## config.mk

```make
export PLATFORM = sky130hd
export DESIGN_NAME = signal_phase_guard
export DESIGN_NICKNAME = d
export VERILOG_FILES = /design/src/rtl/signal_pkg.sv /design/src/rtl/signal_phase_guard_sat_counter.sv /design/src/rtl/signal_phase_guard.sv
export SDC_FILE = /design/constraint.sdc
export NUM_CORES = 1
export LEC_CHECK = 0
export CAP_MARGIN = 30
export CORE_ASPECT_RATIO = 0.6
export CORE_MARGIN = 1.5
export CORE_UTILIZATION = 51
export CTS_CLUSTER_SIZE = 28
export DETAILED_ROUTE_END_ITERATION = 12
export PLACE_DENSITY = 0.86
export SYNTH_ARGS = -nofsm -noshare
export SYNTH_HDL_FRONTEND = slang
export SYNTH_SLANG_ARGS = --single-unit
```

## constraint.sdc

```tcl
create_clock -name clk -period 6.4 [get_ports clk]
set_clock_uncertainty 0.15 [all_clocks]
set_input_delay 1.28 -clock clk [delete_from_list [all_inputs] [get_ports clk]]
set_output_delay 1.28 -clock clk [all_outputs]
set_load 0.01 [all_outputs]
```

## src/rtl/signal_pkg.sv

```systemverilog
// -----------------------------------------------------------------------------
// signal_pkg
// Shared definitions for the signal phase guard:
//   - light codes driven toward the intersection lights
//   - phase FSM state encoding (also exported on the phase port)
//   - axis identifiers used for the last-granted-axis register
//   - sanitize_code(): maps any code outside the legal set to STOP
// -----------------------------------------------------------------------------
package signal_pkg;

  localparam logic [2:0] STOP         = 3'b000;
  localparam logic [2:0] FORWARD_ONLY = 3'b001;
  localparam logic [2:0] LEFT_ONLY    = 3'b010;
  localparam logic [2:0] RIGHT_ONLY   = 3'b011;
  localparam logic [2:0] GO           = 3'b100;

  typedef enum logic [1:0] {
    ALL_STOP = 2'b00,
    NS_ACT   = 2'b01,
    EW_ACT   = 2'b10,
    CLEAR    = 2'b11
  } phase_t;

  localparam logic AXIS_NS = 1'b0;
  localparam logic AXIS_EW = 1'b1;

  // Anything that is not one of the five defined codes becomes STOP, so a
  // corrupted request can never light a lamp.
  function automatic logic [2:0] sanitize_code(input logic [2:0] code);
    case (code)
      STOP, FORWARD_ONLY, LEFT_ONLY, RIGHT_ONLY, GO: return code;
      default:                                       return STOP;
    endcase
  endfunction

endpackage

```

## src/rtl/signal_phase_guard_sat_counter.sv

```systemverilog
// -----------------------------------------------------------------------------
// sat_counter
// Up-counter that stops at MAX_VAL instead of wrapping.
//   clk    : clock
//   rst    : asynchronous active-low reset, counter -> 0
//   i_clr  : synchronous clear (has priority over i_en)
//   i_en   : increment enable
//   o_cnt  : current count
// -----------------------------------------------------------------------------
module sat_counter #(
  parameter int               WIDTH   = 8,
  parameter logic [WIDTH-1:0] MAX_VAL = '1
) (
  input  logic             clk,
  input  logic             rst,
  input  logic             i_clr,
  input  logic             i_en,
  output logic [WIDTH-1:0] o_cnt
);

  logic [WIDTH-1:0] r_cnt;

  // NOTE: sequential state is written only with non-blocking assignments so
  // every register samples the pre-edge values of its neighbours.
  always_ff @(posedge clk or negedge rst) begin
    if (!rst) begin
      r_cnt <= '0;
    end else if (i_clr) begin
      r_cnt <= '0;
    end else if (i_en && (r_cnt != MAX_VAL)) begin
      r_cnt <= r_cnt + 1'b1;
    end
  end

  assign o_cnt = r_cnt;

endmodule

```

## src/rtl/signal_phase_guard.sv

```systemverilog
// -----------------------------------------------------------------------------
// signal_phase_guard
// Safety stage between a traffic-light controller and the lamps. Requested
// codes pass through a registered phase FSM that never lets the N/S axis and
// the E/W axis show non-STOP together, holds an axis for at least MIN_HOLD
// cycles once the other axis waits, and inserts CLEAR_CYCLES all-STOP cycles
// between axis changes. Illegal codes (101..111) are treated as STOP.
//
// Ports:
//   clk, rst                 clock, asynchronous active-low reset
//   req_N/S/E/W   [2:0]      requested light codes
//   outN/S/E/W    [2:0]      guarded light codes (registered)
//   phase         [1:0]      FSM state: 00 ALL_STOP, 01 NS_ACT, 10 EW_ACT, 11 CLEAR
//   debug_port    [29:0]     {28'b0, phase} by default
//
// Build option SIGNAL_PHASE_GUARD_STATS_EN: adds saturating statistics,
//   debug_port = {12'b0, phase, illegal_cycles[7:0], conflict_cycles[7:0]}.
// -----------------------------------------------------------------------------
module signal_phase_guard
  import signal_pkg::*;
#(
  parameter int MIN_HOLD     = 20,
  parameter int CLEAR_CYCLES = 8,
  parameter int CNT_W        = 8
) (
  input  logic        clk,
  input  logic        rst,
  input  logic [2:0]  req_N,
  input  logic [2:0]  req_S,
  input  logic [2:0]  req_E,
  input  logic [2:0]  req_W,
  output logic [2:0]  outN,
  output logic [2:0]  outS,
  output logic [2:0]  outE,
  output logic [2:0]  outW,
  output logic [1:0]  phase,
  output logic [29:0] debug_port
);

  localparam logic [CNT_W-1:0] HOLD_MAX = CNT_W'(MIN_HOLD - 1);
  localparam logic [CNT_W-1:0] CLR_MAX  = CNT_W'(CLEAR_CYCLES - 1);

  logic [2:0]       w_san_n, w_san_s, w_san_e, w_san_w;
  logic             w_ns_req, w_ew_req, w_any_req;
  logic             w_pick_ew;
  logic             w_in_act, w_in_clear;
  logic [CNT_W-1:0] w_hold_cnt, w_clr_cnt;

  phase_t     r_state;
  logic       r_last_axis;
  logic [2:0] r_out_n, r_out_s, r_out_e, r_out_w;

  assign w_san_n   = sanitize_code(req_N);
  assign w_san_s   = sanitize_code(req_S);
  assign w_san_e   = sanitize_code(req_E);
  assign w_san_w   = sanitize_code(req_W);
  assign w_ns_req  = (w_san_n != STOP) || (w_san_s != STOP);
  assign w_ew_req  = (w_san_e != STOP) || (w_san_w != STOP);
  assign w_any_req = w_ns_req || w_ew_req;

  // Grant choice shared by ALL_STOP and the CLEAR decision cycle: the axis
  // opposite last_axis wins if it requests, otherwise last_axis if it does.
  assign w_pick_ew = (r_last_axis == AXIS_NS) ? w_ew_req : (!w_ns_req && w_ew_req);

  assign w_in_act   = (r_state == NS_ACT) || (r_state == EW_ACT);
  assign w_in_clear = (r_state == CLEAR);

  // Counters sit at zero outside their state, so they read 0 on the first
  // cycle after entry without an explicit load at the transition.
  sat_counter #(.WIDTH(CNT_W), .MAX_VAL(HOLD_MAX)) u_hold_cnt (
    .clk   (clk),
    .rst   (rst),
    .i_clr (!w_in_act),
    .i_en  (w_in_act),
    .o_cnt (w_hold_cnt)
  );

  sat_counter #(.WIDTH(CNT_W), .MAX_VAL(CLR_MAX)) u_clr_cnt (
    .clk   (clk),
    .rst   (rst),
    .i_clr (!w_in_clear),
    .i_en  (w_in_clear),
    .o_cnt (w_clr_cnt)
  );

  // NOTE: the lamp outputs are in the async reset so they drop to STOP the
  // instant rst falls, without waiting for a clock edge.
  always_ff @(posedge clk or negedge rst) begin
    if (!rst) begin
      r_state     <= ALL_STOP;
      r_last_axis <= AXIS_EW;
      r_out_n     <= STOP;
      r_out_s     <= STOP;
      r_out_e     <= STOP;
      r_out_w     <= STOP;
    end else begin
      case (r_state)
        ALL_STOP, CLEAR: begin
          if ((r_state == ALL_STOP) || (w_clr_cnt == CLR_MAX)) begin
            if (w_any_req) begin
              r_state <= w_pick_ew ? EW_ACT : NS_ACT;
              r_out_n <= w_pick_ew ? STOP : w_san_n;
              r_out_s <= w_pick_ew ? STOP : w_san_s;
              r_out_e <= w_pick_ew ? w_san_e : STOP;
              r_out_w <= w_pick_ew ? w_san_w : STOP;
            end else begin
              r_state <= ALL_STOP;
            end
          end
        end
        NS_ACT: begin
          if (w_ew_req && (w_hold_cnt == HOLD_MAX)) begin
            r_state     <= CLEAR;
            r_last_axis <= AXIS_NS;
            r_out_n     <= STOP;
            r_out_s     <= STOP;
          end else begin
            r_out_n <= w_san_n;
            r_out_s <= w_san_s;
          end
          r_out_e <= STOP;
          r_out_w <= STOP;
        end
        EW_ACT: begin
          if (w_ns_req && (w_hold_cnt == HOLD_MAX)) begin
            r_state     <= CLEAR;
            r_last_axis <= AXIS_EW;
            r_out_e     <= STOP;
            r_out_w     <= STOP;
          end else begin
            r_out_e <= w_san_e;
            r_out_w <= w_san_w;
          end
          r_out_n <= STOP;
          r_out_s <= STOP;
        end
        default: r_state <= ALL_STOP;
      endcase
    end
  end

  assign outN  = r_out_n;
  assign outS  = r_out_s;
  assign outE  = r_out_e;
  assign outW  = r_out_w;
  assign phase = r_state;

`ifdef SIGNAL_PHASE_GUARD_STATS_EN
  logic [CNT_W-1:0] w_conflict_cnt, w_illegal_cnt;
  logic             w_illegal;

  // A code is illegal exactly when sanitising changes it.
  assign w_illegal = (req_N != w_san_n) || (req_S != w_san_s) ||
                     (req_E != w_san_e) || (req_W != w_san_w);

  sat_counter #(.WIDTH(CNT_W)) u_conflict_cnt (
    .clk   (clk),
    .rst   (rst),
    .i_clr (1'b0),
    .i_en  (w_ns_req && w_ew_req),
    .o_cnt (w_conflict_cnt)
  );

  sat_counter #(.WIDTH(CNT_W)) u_illegal_cnt (
    .clk   (clk),
    .rst   (rst),
    .i_clr (1'b0),
    .i_en  (w_illegal),
    .o_cnt (w_illegal_cnt)
  );

  assign debug_port = {12'b0, r_state, 8'(w_illegal_cnt), 8'(w_conflict_cnt)};
`else
  assign debug_port = {28'b0, r_state};
`endif

endmodule

```

==> qor.yml, run 1 <==
clock_network:
  cts_buffers: 5
  clock_latency_ns: 0.29
  clock-root-buffer: "clkbuf_8"
  postCtsHoldBufs: 0
  post_cts_buffers: 0
  h-tree-depth: 2
  cts_tree: "yes"
  clockBufferDepth: 2
  cts-resized-gates: 0
  cts_num_sinks: 31
  clkTransAtPathRegs_ns: 0.07
detailed_routing:
  vias_per_cell: 5.148
  drtIter0Drc: 60
  num_vias: 1390
  wl_um: 3709
  drc: 0
  wl_per_cell_um: 13.74
  first_pass_iters: 5
  ant_nets: 0
die:
  core_area_um2: 3637
  fp.dieW_um: 82.15
  start_util: 0.5270
  row_count: 17
  ios: 58
  die_h_um: 50.49
  die_area_um2: 4148
layout:
  utilization: 0.6213
  area_delta_synth_final_pct: 17.89
  n_fill_cell: 301
  layoutNonFillerInstCount: 270
  drive_gt1_frac: 0.09865
  fin_nets: 242
  n_antenna_cell: 0
  design_area_um2: 2260
worst_setup_path:
  crit_path_start_kind: "primary input"
  critical_path_arrival_ns: 3.43
  required_ns: 6.41
  worstSetupPathType: "in -> reg"
  end_kind: "flip-flop"
  path_max_fanout: 6
grt:
  overflow: 0
  antenna_found_initial: 0
  grt_max_degree: 32
  grt_usage: 0.2055
  grt_pass1_vias: 1294
  grt_pass1_wl_um: 6244
yosys:
  ys_async_sr_fraction: 1.000
  netlist.area_leader.share: 0.3916
  synth_common_cells: "buf_4 (30), dfrtp_1 (30), nor2_1 (17)"
  ys_types: 45
  synth_edf_count: 0
  ys.flop_type: "dfrtp_1"
  synth_area_leader_cell: "dfrtp_1"
  synth_warnings: 0
  netlist_top_cells_area: "dfrtp_1 (39%), buf_4 (12%), ha_1 (3.9%)"
  synth_seq_cells: 31
  netlist_instances: 190
  netlist_area_um2: 1917
  yosysSeqAreaShare: 0.4054
  syn_avg_cell_area_um2: 10.09
timing:
  finalCriticalPeriod_ns: 3.417
  setup_viol: 0
  rsz0062_at_grt: "no"
  relSlewSlack: 0.6372
  fin_tns_setup_ns: 0
  post-route-period-util: 0.5339
  finalHoldViolCount: 0
  fmax_mhz: 292.6
  hold_ws_ns: 0.3442
  slew_violations: 0
  worst_slew_pin_slew_ns: 0.5422
  setup_slack_ns: 2.983
placement:
  gp_congestion: 0.8492
  placed_cells: 262
  place_ws_ns: 2.734
  port_buffers: 29
  place_hpwl_um: 2690
  place_area_um2: 2142
power_and_ir_drop:
  power_density_nw_per_um2: 377.1
  report.power.total_mw: 0.8522
  ir_worst_vdd_v: 0.0001867
  p_leak_nw: 1.019
min_path:
  hp-class: "reg -> reg"
outcome:
  status: "finished clean"
run:
  drv_cap: 0
==> area by class of cell <==
class | count | area (um2) | area share
Timing Repair Buffer | 30 | 297.8 | 0.1318
Tap cell | 47 | 58.81 | 0.02602
Multi-Input combinational cell | 144 | 970.9 | 0.4297
Sequential cell | 31 | 777.0 | 0.3439
Clock buffer | 6 | 82.58 | 0.03654
Clock inverter | 2 | 35.03 | 0.01550
Inverter | 10 | 37.54 | 0.01661
==> logic make-up (layout without fill, tap and decap cells) <==
group | Yosys count | after routing | share of synthesized area
DFF | 31 | 31 | 0.4054
xor gates and xnor gates | 12 | 12 | 0.05483
and+or+nand+nor | 57 | 57 | 0.1743
buffers and inverters | 42 | 48 | 0.1410
muxes | 2 | 2 | 0.01044
other | 1 | 28 | 0.001956
adders and majority gates | 6 | 6 | 0.03916
AOI/OAI and AO/OA | 39 | 39 | 0.1730
==> worst max-delay path, cell delays in order <==
cell             delay (ns)
clkdlybuf4s50_1        0.51
or3b_2                 0.47
and4_1                 0.28
o21ai_0                0.43
o21a_1                 0.32
o32ai_1                0.13
==> where the power goes <==
group	leakage, nW	switching (mW)	internal (mW)
Sequential	0.410	0.0421	0.242
Combinational	0.548	0.196	0.170
Clock	0.0612	0.0763	0.126
==> state kept, by name (all words and copies together), names as in the netlist <==
name              count
outE                  3
outN                  3
outS                  3
outW                  3
phase                 2
r_last_axis           1
u_clr_cnt.o_cnt       8
u_hold_cnt.o_cnt      8
==> worst paths after layout <==
check                           startpoint  depth (start not counted)                 end  slack [ns]
worst min register to register     outS[2]                          1             outS[2]        0.34
min in group asynchronous              rst                          2  u_clr_cnt.o_cnt[5]        1.23
worst min-delay path               outS[2]                          1             outS[2]        0.34
worst max-delay path              req_S[2]                          6             outW[1]        2.98
worst max register to register    phase[1]                          6             outS[1]        3.76
max in group asynchronous              rst                          2         r_last_axis        4.53
==> layout by cell type, fill, tap and decap left out, types with 2 or more instances in the layout <==
master	Yosys	routed
mux2i_1	2	2
or2_2	3	3
or3b_2	2	2
o21ai_0	10	10
xnor2_1	8	8
clkdlybuf4s50_1	0	29
conb_1	1	28
o21bai_1	2	2
o32ai_1	4	4
ha_1	6	6
inv_1	10	10
nor2b_1	3	3
nand2_1	4	4
o22a_1	2	2
nor3b_1	3	3
o21ba_2	2	2
nand3_1	8	8
dfrtp_1	30	30
xor2_1	4	4
and2_1	6	6
o2bb2ai_1	2	2
nor2_1	17	17
and3_1	3	3
clkbuf_8	0	6
a32o_1	6	6
==> layer usage <==
layer	track usage	wire [um]
met1	0.2892	1915
met2	0.3005	1563
met3	0.06727	190
met4	0.05932	40
met5	0	0
Note: power is estimated with default switching activity, not from simulation.
==> run 2: changes to the inputs <==
--- a/config.mk
+++ b/config.mk
@@ -8,10 +8,10 @@
 export CAP_MARGIN = 30
 export CORE_ASPECT_RATIO = 0.6
 export CORE_MARGIN = 1.5
-export CORE_UTILIZATION = 51
+export CORE_UTILIZATION = 47
 export CTS_CLUSTER_SIZE = 28
 export DETAILED_ROUTE_END_ITERATION = 12
-export PLACE_DENSITY = 0.86
+export PLACE_DENSITY = 0.8
 export SYNTH_ARGS = -nofsm -noshare
 export SYNTH_HDL_FRONTEND = slang
 export SYNTH_SLANG_ARGS = --single-unit
==> constraint.sdc (replaced) <==
create_clock -name clk -period 3.5 [get_ports clk]
set_clock_uncertainty 0.15 [all_clocks]
set_input_delay 0.7 -clock clk [delete_from_list [all_inputs] [get_ports clk]]
set_output_delay 0.7 -clock clk [all_outputs]
set_load 0.01 [all_outputs]
==> run 2 against run 1 <==
  * The flow now finishes with violations (DRC)
  * Worst hold slack got worse by 0.00087 ns
  * Power grew 80%
  * Global-route usage shrank 3.1 points
  * Setup slack got worse by 2.3 ns
  * Flip-flop and latch count is the same
  * Non-clock buffer count unchanged
  * Critical path type unchanged
  * Highest routed layer unchanged
==> qor.yml, run 2 (synthesis gave the netlist of run 1 again) <==
die:
  ios: 58  # unchanged
  die_h_um: 52.47  # +3.9%
  row_count: 17  # unchanged
  core_area_um2: 3786  # +4.1%
  die_area_um2: 4483  # +8.1%
  start_util: 0.5063  # -0.02072
  fp.dieW_um: 85.45  # +4.0%
worst_setup_path:
  crit_path_start_kind: "primary input"
  r2r-start: "phase[1]"
  rr_worst_depth: 6  # unchanged
  worstSetupPathType: "in -> reg"
  worstPathCellList: "clkdlybuf4s50_1 > or3b_2 > and4_1 > o21ai_0 > o21a_1 > o32ai_1"
  ff2ff_setup_slack_ns: 0.96  # -2.80 ns
  required_ns: 3.51  # -2.90 ns
  end_kind: "flip-flop"
  r2r_end: "outN[1]"
  path_max_fanout: 6  # unchanged
  critical_path_arrival_ns: 2.82  # -0.61 ns
  cpMaxStageDelayCell: "clkdlybuf4s50_1"
  crit_path_max_incr_delay_ns: 0.51  # about the same
min_path:
  min-delay-start: "outS[0]"
  min_path_cells: 1  # unchanged
  hp-class: "reg -> reg"
  hold_path_end: "outS[0]"
grt:
  grt_pass1_vias: 1200  # -7.3%
  grt_max_degree: 32  # unchanged
  grt_usage: 0.1741  # -0.03139
  grt_pass1_wl_um: 5823  # -6.7%
  overflow: 0  # unchanged
  antenna_found_initial: 0  # unchanged
timing:
  post-route-period-util: 0.8023
  fin_tns_setup_ns: 0  # unchanged
  finalCriticalPeriod_ns: 2.808
  hold_ws_ns: 0.3434  # -0.0008680 ns
  finalHoldViolCount: 0  # unchanged
  setup_slack_ns: 0.6920  # -2.291 ns
  fmax_mhz: 356.1
  setup_viol: 0  # unchanged
  slew_violations: 0  # unchanged
  worst_slew_pin_slew_ns: 0.5574  # +0.01523 ns
  relSlewSlack: 0.6270  # -0.01019
  rsz0062_at_grt: "no"
power_and_ir_drop:
  report.power.total_mw: 1.534  # +80%
  ir_worst_vdd_v: 0.0002759  # +48%
  power_density_nw_per_um2: 680.5  # +80%
  p_leak_nw: 1.016  # -0.30%
detailed_routing:
  wl_um: 3648  # -1.6%
  num_vias: 1380  # -0.72%
  vias_per_cell: 5.111  # -0.72%
  drc: 3  # +3
  drtIter0Drc: 83  # +38%
  ant_nets: 0  # unchanged
  first_pass_iters: 8  # +3
  wl_per_cell_um: 13.51  # -1.6%
clock_network:
  clock_latency_ns: 0.29  # about the same
  clock-root-buffer: "clkbuf_8"
  cts_num_sinks: 31  # unchanged
  clockBufferDepth: 2  # unchanged
  h-tree-depth: 2  # unchanged
  postCtsHoldBufs: 0  # unchanged
  post_cts_buffers: 0  # unchanged
  cts_buffers: 5  # unchanged
  cts_tree: "yes"
  clkTransAtPathRegs_ns: 0.07  # about the same
  cts-resized-gates: 0  # unchanged
run:
  drv_cap: 0  # unchanged
placement:
  port_buffers: 29  # unchanged
  gp_congestion: 0.8281  # -2.5%
  place_hpwl_um: 2722  # +1.2%
  place_ws_ns: 0.4308  # -2.303 ns
outcome:
  status: "complete, but fails checks"
  violations: "DRC"
layout:
  n_antenna_cell: 0  # unchanged
  drive_gt1_frac: 0.09865  # unchanged
  area_delta_synth_final_pct: 17.62
  final_cell_mix: "dfrtp_1 (30), clkdlybuf4s50_1 (29), conb_1 (28), nor2_1 (17)"
  fin_nets: 242  # unchanged
  mostFrequentLayoutCell: "dfrtp_1"
[run 2: changes by cell type in the layout (fill, tap and decap cells not counted), sizes merged]
cell,change
clkinv,+1
clkbuf,-1
[run 2: layout make-up]
cell class / instances / area, um2
clock buffer: 5 / 68.82
clock inverter: 3 / 43.79
fill: 344 / 1531
inverter: 10 / 37.54
multi-input combinational: 144 / 970.9
sequential: 31 / 777.0
tap: 47 / 58.81
timing repair buffer: 30 / 297.8
[run 2: per-stage QoR]
step                  util  instance area (um2)  std cells
floorplan                -                 2018        217
global placement    0.5658                 2142        262
detailed placement  0.5658                 2142        262
CTS                 0.5955                 2255        270
global route        0.5955                 2255        270
finish              0.5955                 2255        270
[run 2: power breakdown]
part           internal [mW]  switching [mW]
registers              0.443          0.0742
clock network          0.212           0.144
logic                  0.310           0.352
total                  0.964           0.570
[run 2: worst max path at each step]
| stage | start | to | depth (start not counted) |
|---|---|---|---|
| after CTS | req_S[2] | outE[1] | 6 |
| after global routing | req_S[2] | outW[1] | 6 |
| after floorplan | req_W[1] | outN[0] | 5 |
| after global placement | req_S[2] | outW[0] | 6 |
| final | req_S[2] | outE[1] | 6 |
| after detailed placement | req_S[2] | outW[1] | 6 |
[run 2: critical path, delay by kind of cell]
family	cells	cell delay (ns)
buffers and inverters	1	0.51
AO/OA/AOI/OAI	3	0.87
AND/OR/NAND/NOR	2	0.74
[run 2: metal layers]
| layer | vias up | part of all wire | track usage |
|---|---|---|---|
| met5 | - | 0 | 0 |
| met2 | 46 | 0.40 | 0.2375 |
| met4 | 0 | 0.0079 | 0.05914 |
| li1 | 678 | - | - |
| met3 | 4 | 0.059 | 0.05354 |
| met1 | 652 | 0.53 | 0.2574 |
==> run 3: changes to the inputs <==
==> constraint.sdc (replaced) <==
create_clock -name clk -period 2.9 [get_ports clk]
set_clock_uncertainty 0.15 [all_clocks]
set_input_delay 0.58 -clock clk [delete_from_list [all_inputs] [get_ports clk]]
set_output_delay 0.58 -clock clk [all_outputs]
set_load 0.01 [all_outputs]
==> run 3 against run 2 <==
  * The run still ends with DRC left
  * Critical path depth unchanged
  * Core utilization up 0.93 points
  * Clock power up 25%
  * Flip-flop and latch count unchanged
  * Global-route usage up 0.72 points
  * Largest power group unchanged
==> qor.yml, run 3 (synthesis gave the netlist of run 1 again) <==
clock_network:
  cts_buffers: 5  # unchanged
  clockBufferDepth: 2  # unchanged
  cts-resized-gates: 0  # unchanged
  clock-root-buffer: "clkbuf_8"
  post_cts_buffers: 0  # unchanged
  postCtsHoldBufs: 0  # unchanged
  cts_num_sinks: 31  # unchanged
  h-tree-depth: 2  # unchanged
  cts_tree: "yes"
  clock_latency_ns: 0.29  # about the same
  clkTransAtPathRegs_ns: 0.07  # about the same
grt:
  use_met2: 0.2546  # +0.01706
  grt_max_degree: 32  # unchanged
  grt_pass1_wl_um: 5975  # +2.6%
  overflow: 0  # unchanged
  antenna_found_initial: 0  # unchanged
  grtUsageMet3: 0.05197  # -0.001575
  grt_use_met1: 0.2611  # +0.003731
  grt_pass1_vias: 1231  # +2.6%
  grt_most_used_layer: "met1"
  grt_usage: 0.1813  # +0.007183
layout:
  n_antenna_cell: 0  # unchanged
  area_delta_synth_final_pct: 19.45
  mostFrequentLayoutCell: "dfrtp_1"
  utilization: 0.6048  # +0.009253
  n_fill_cell: 331  # -3.8%
  fin_nets: 246  # +1.7%
  drive_gt1_frac: 0.1145  # +0.01588
  final_cell_mix: "dfrtp_1 (30), clkdlybuf4s50_1 (29), conb_1 (28), nor2_1 (17)"
timing:
  rsz0062_at_grt: "no"
  post-route-period-util: 0.9081
  finalCriticalPeriod_ns: 2.634
  relSlewSlack: 0.5666  # -0.06046
  finalHoldViolCount: 0  # unchanged
  fmax_mhz: 379.7
  slew_violations: 0  # unchanged
  worst_slew_pin_slew_ns: 0.6478  # +0.09035 ns
  setup_viol: 0  # unchanged
  hold_ws_ns: 0.3538  # +0.01047 ns
  setup_slack_ns: 0.2664  # -0.4256 ns
die:
  die_h_um: 52.47  # unchanged
  die_area_um2: 4483  # unchanged
  row_count: 17  # unchanged
  core_area_um2: 3786  # unchanged
  start_util: 0.5063  # unchanged
  fp.dieW_um: 85.45  # unchanged
  ios: 58  # unchanged
detailed_routing:
  wl_per_cell_um: 13.35  # -1.2%
  vias_per_cell: 4.996  # -2.2%
  drtIter0Drc: 44  # -47%
  drc: 3  # unchanged
  num_vias: 1369  # -0.80%
  first_pass_iters: 8  # unchanged
  ant_nets: 0  # unchanged
  wl_um: 3657  # +0.25%
outcome:
  status: "complete, but fails checks"
  violations: "DRC"
placement:
  port_buffers: 29  # unchanged
  place_hpwl_um: 2724  # about the same
  gp_congestion: 0.8137  # -1.7%
  place_ws_ns: -0.01869  # -0.4494 ns
power_and_ir_drop:
  power.switching_mw: 0.6848  # +20%
  p_int_mw: 1.205  # +25%
  p_comb_frac: 0.435  # +0.003
  p_leak_nw: 1.039  # +2.3%
  power_density_nw_per_um2: 825.4  # +21%
  p_seq_frac: 0.330  # -0.007
  p_clk_frac: 0.235  # +0.003
  p_sw_frac: 0.3623  # -0.009057
  ir_worst_vdd_v: 0.0003736  # +35%
min_path:
  hp-class: "reg -> reg"
  min_path_cells: 1  # unchanged
worst_setup_path:
  critical_path_arrival_ns: 2.65  # -0.17 ns
  cpMaxStageDelayCell: "clkdlybuf4s50_1"
  worstPathCellList: "clkdlybuf4s50_1 > or3b_2 > and4_1 > o21ai_0 > o21a_1 > o32ai_1"
  rr_worst_depth: 6  # unchanged
  path_max_fanout: 6  # unchanged
  worstSetupPathType: "in -> reg"
  crit_path_max_incr_delay_ns: 0.51  # about the same
  end_kind: "flip-flop"
  crit_path_start_kind: "primary input"
  required_ns: 2.92  # -0.59 ns
run:
  drv_cap: 0  # unchanged
==> run 3: layout make-up <==
| type | count | area [um2] | area share |
|---|---|---|---|
| clock buffer | 6 | 82.58 | 0.03607 |
| tap | 47 | 58.81 | 0.02568 |
| clock inverter | 2 | 35.03 | 0.01530 |
| multi-input combinational | 144 | 970.9 | 0.4240 |
| sequential | 31 | 777.0 | 0.3393 |
| inverter | 10 | 37.54 | 0.01639 |
| timing repair buffer | 34 | 327.8 | 0.1432 |
==> run 3: path summary, 6_finish.rpt <==
check | start | endpoint | slack [ns]
hold / removal | outS[1] | outS[1] | 0.35
max in group asynchronous | rst | r_last_axis | 1.74
setup / recovery | req_S[2] | outW[0] | 0.27
setup reg to reg | phase[1] | outN[1] | 0.61
hold reg to reg | outS[1] | outS[1] | 0.35
min in group asynchronous | rst | phase[0] | 0.54
==> run 3: routing by layer <==
metal | routed length (um) | vias to the layer above
met5 | 0 | -
met4 | 55 | 0
met3 | 239 | 7
met2 | 1418 | 45
met1 | 1943 | 635
li1 | - | 682
==> run 3: worst max-delay path: cells and delay by family <==
family          cells  cell delay, ns
simple gates        2            0.74
compound gates      3            0.82
buf+inv             1            0.51
==> run 3: metrics by stage <==
step                      std cells  cell area [um2]  total power [mW]   TNS, ns
final                           274             2290             1.890         0
after global routing            274             2290             2.025         0
after CTS                       274             2290             1.901         0
after detailed placement        266             2172             1.450  -0.08347
after global placement          266             2172             1.427         0
after floorplan                 217             2018             1.178         0
==> run 3: power groups by stage <==
stage / clock (mW) / sequential [mW] / combinational (mW)
global route: 0.475 / 0.640 / 0.910
CTS: 0.452 / 0.622 / 0.827
finish: 0.444 / 0.623 / 0.823
floorplan: 0 / 0.639 / 0.539
global placement: 0 / 0.626 / 0.801
detailed placement: 0 / 0.628 / 0.822
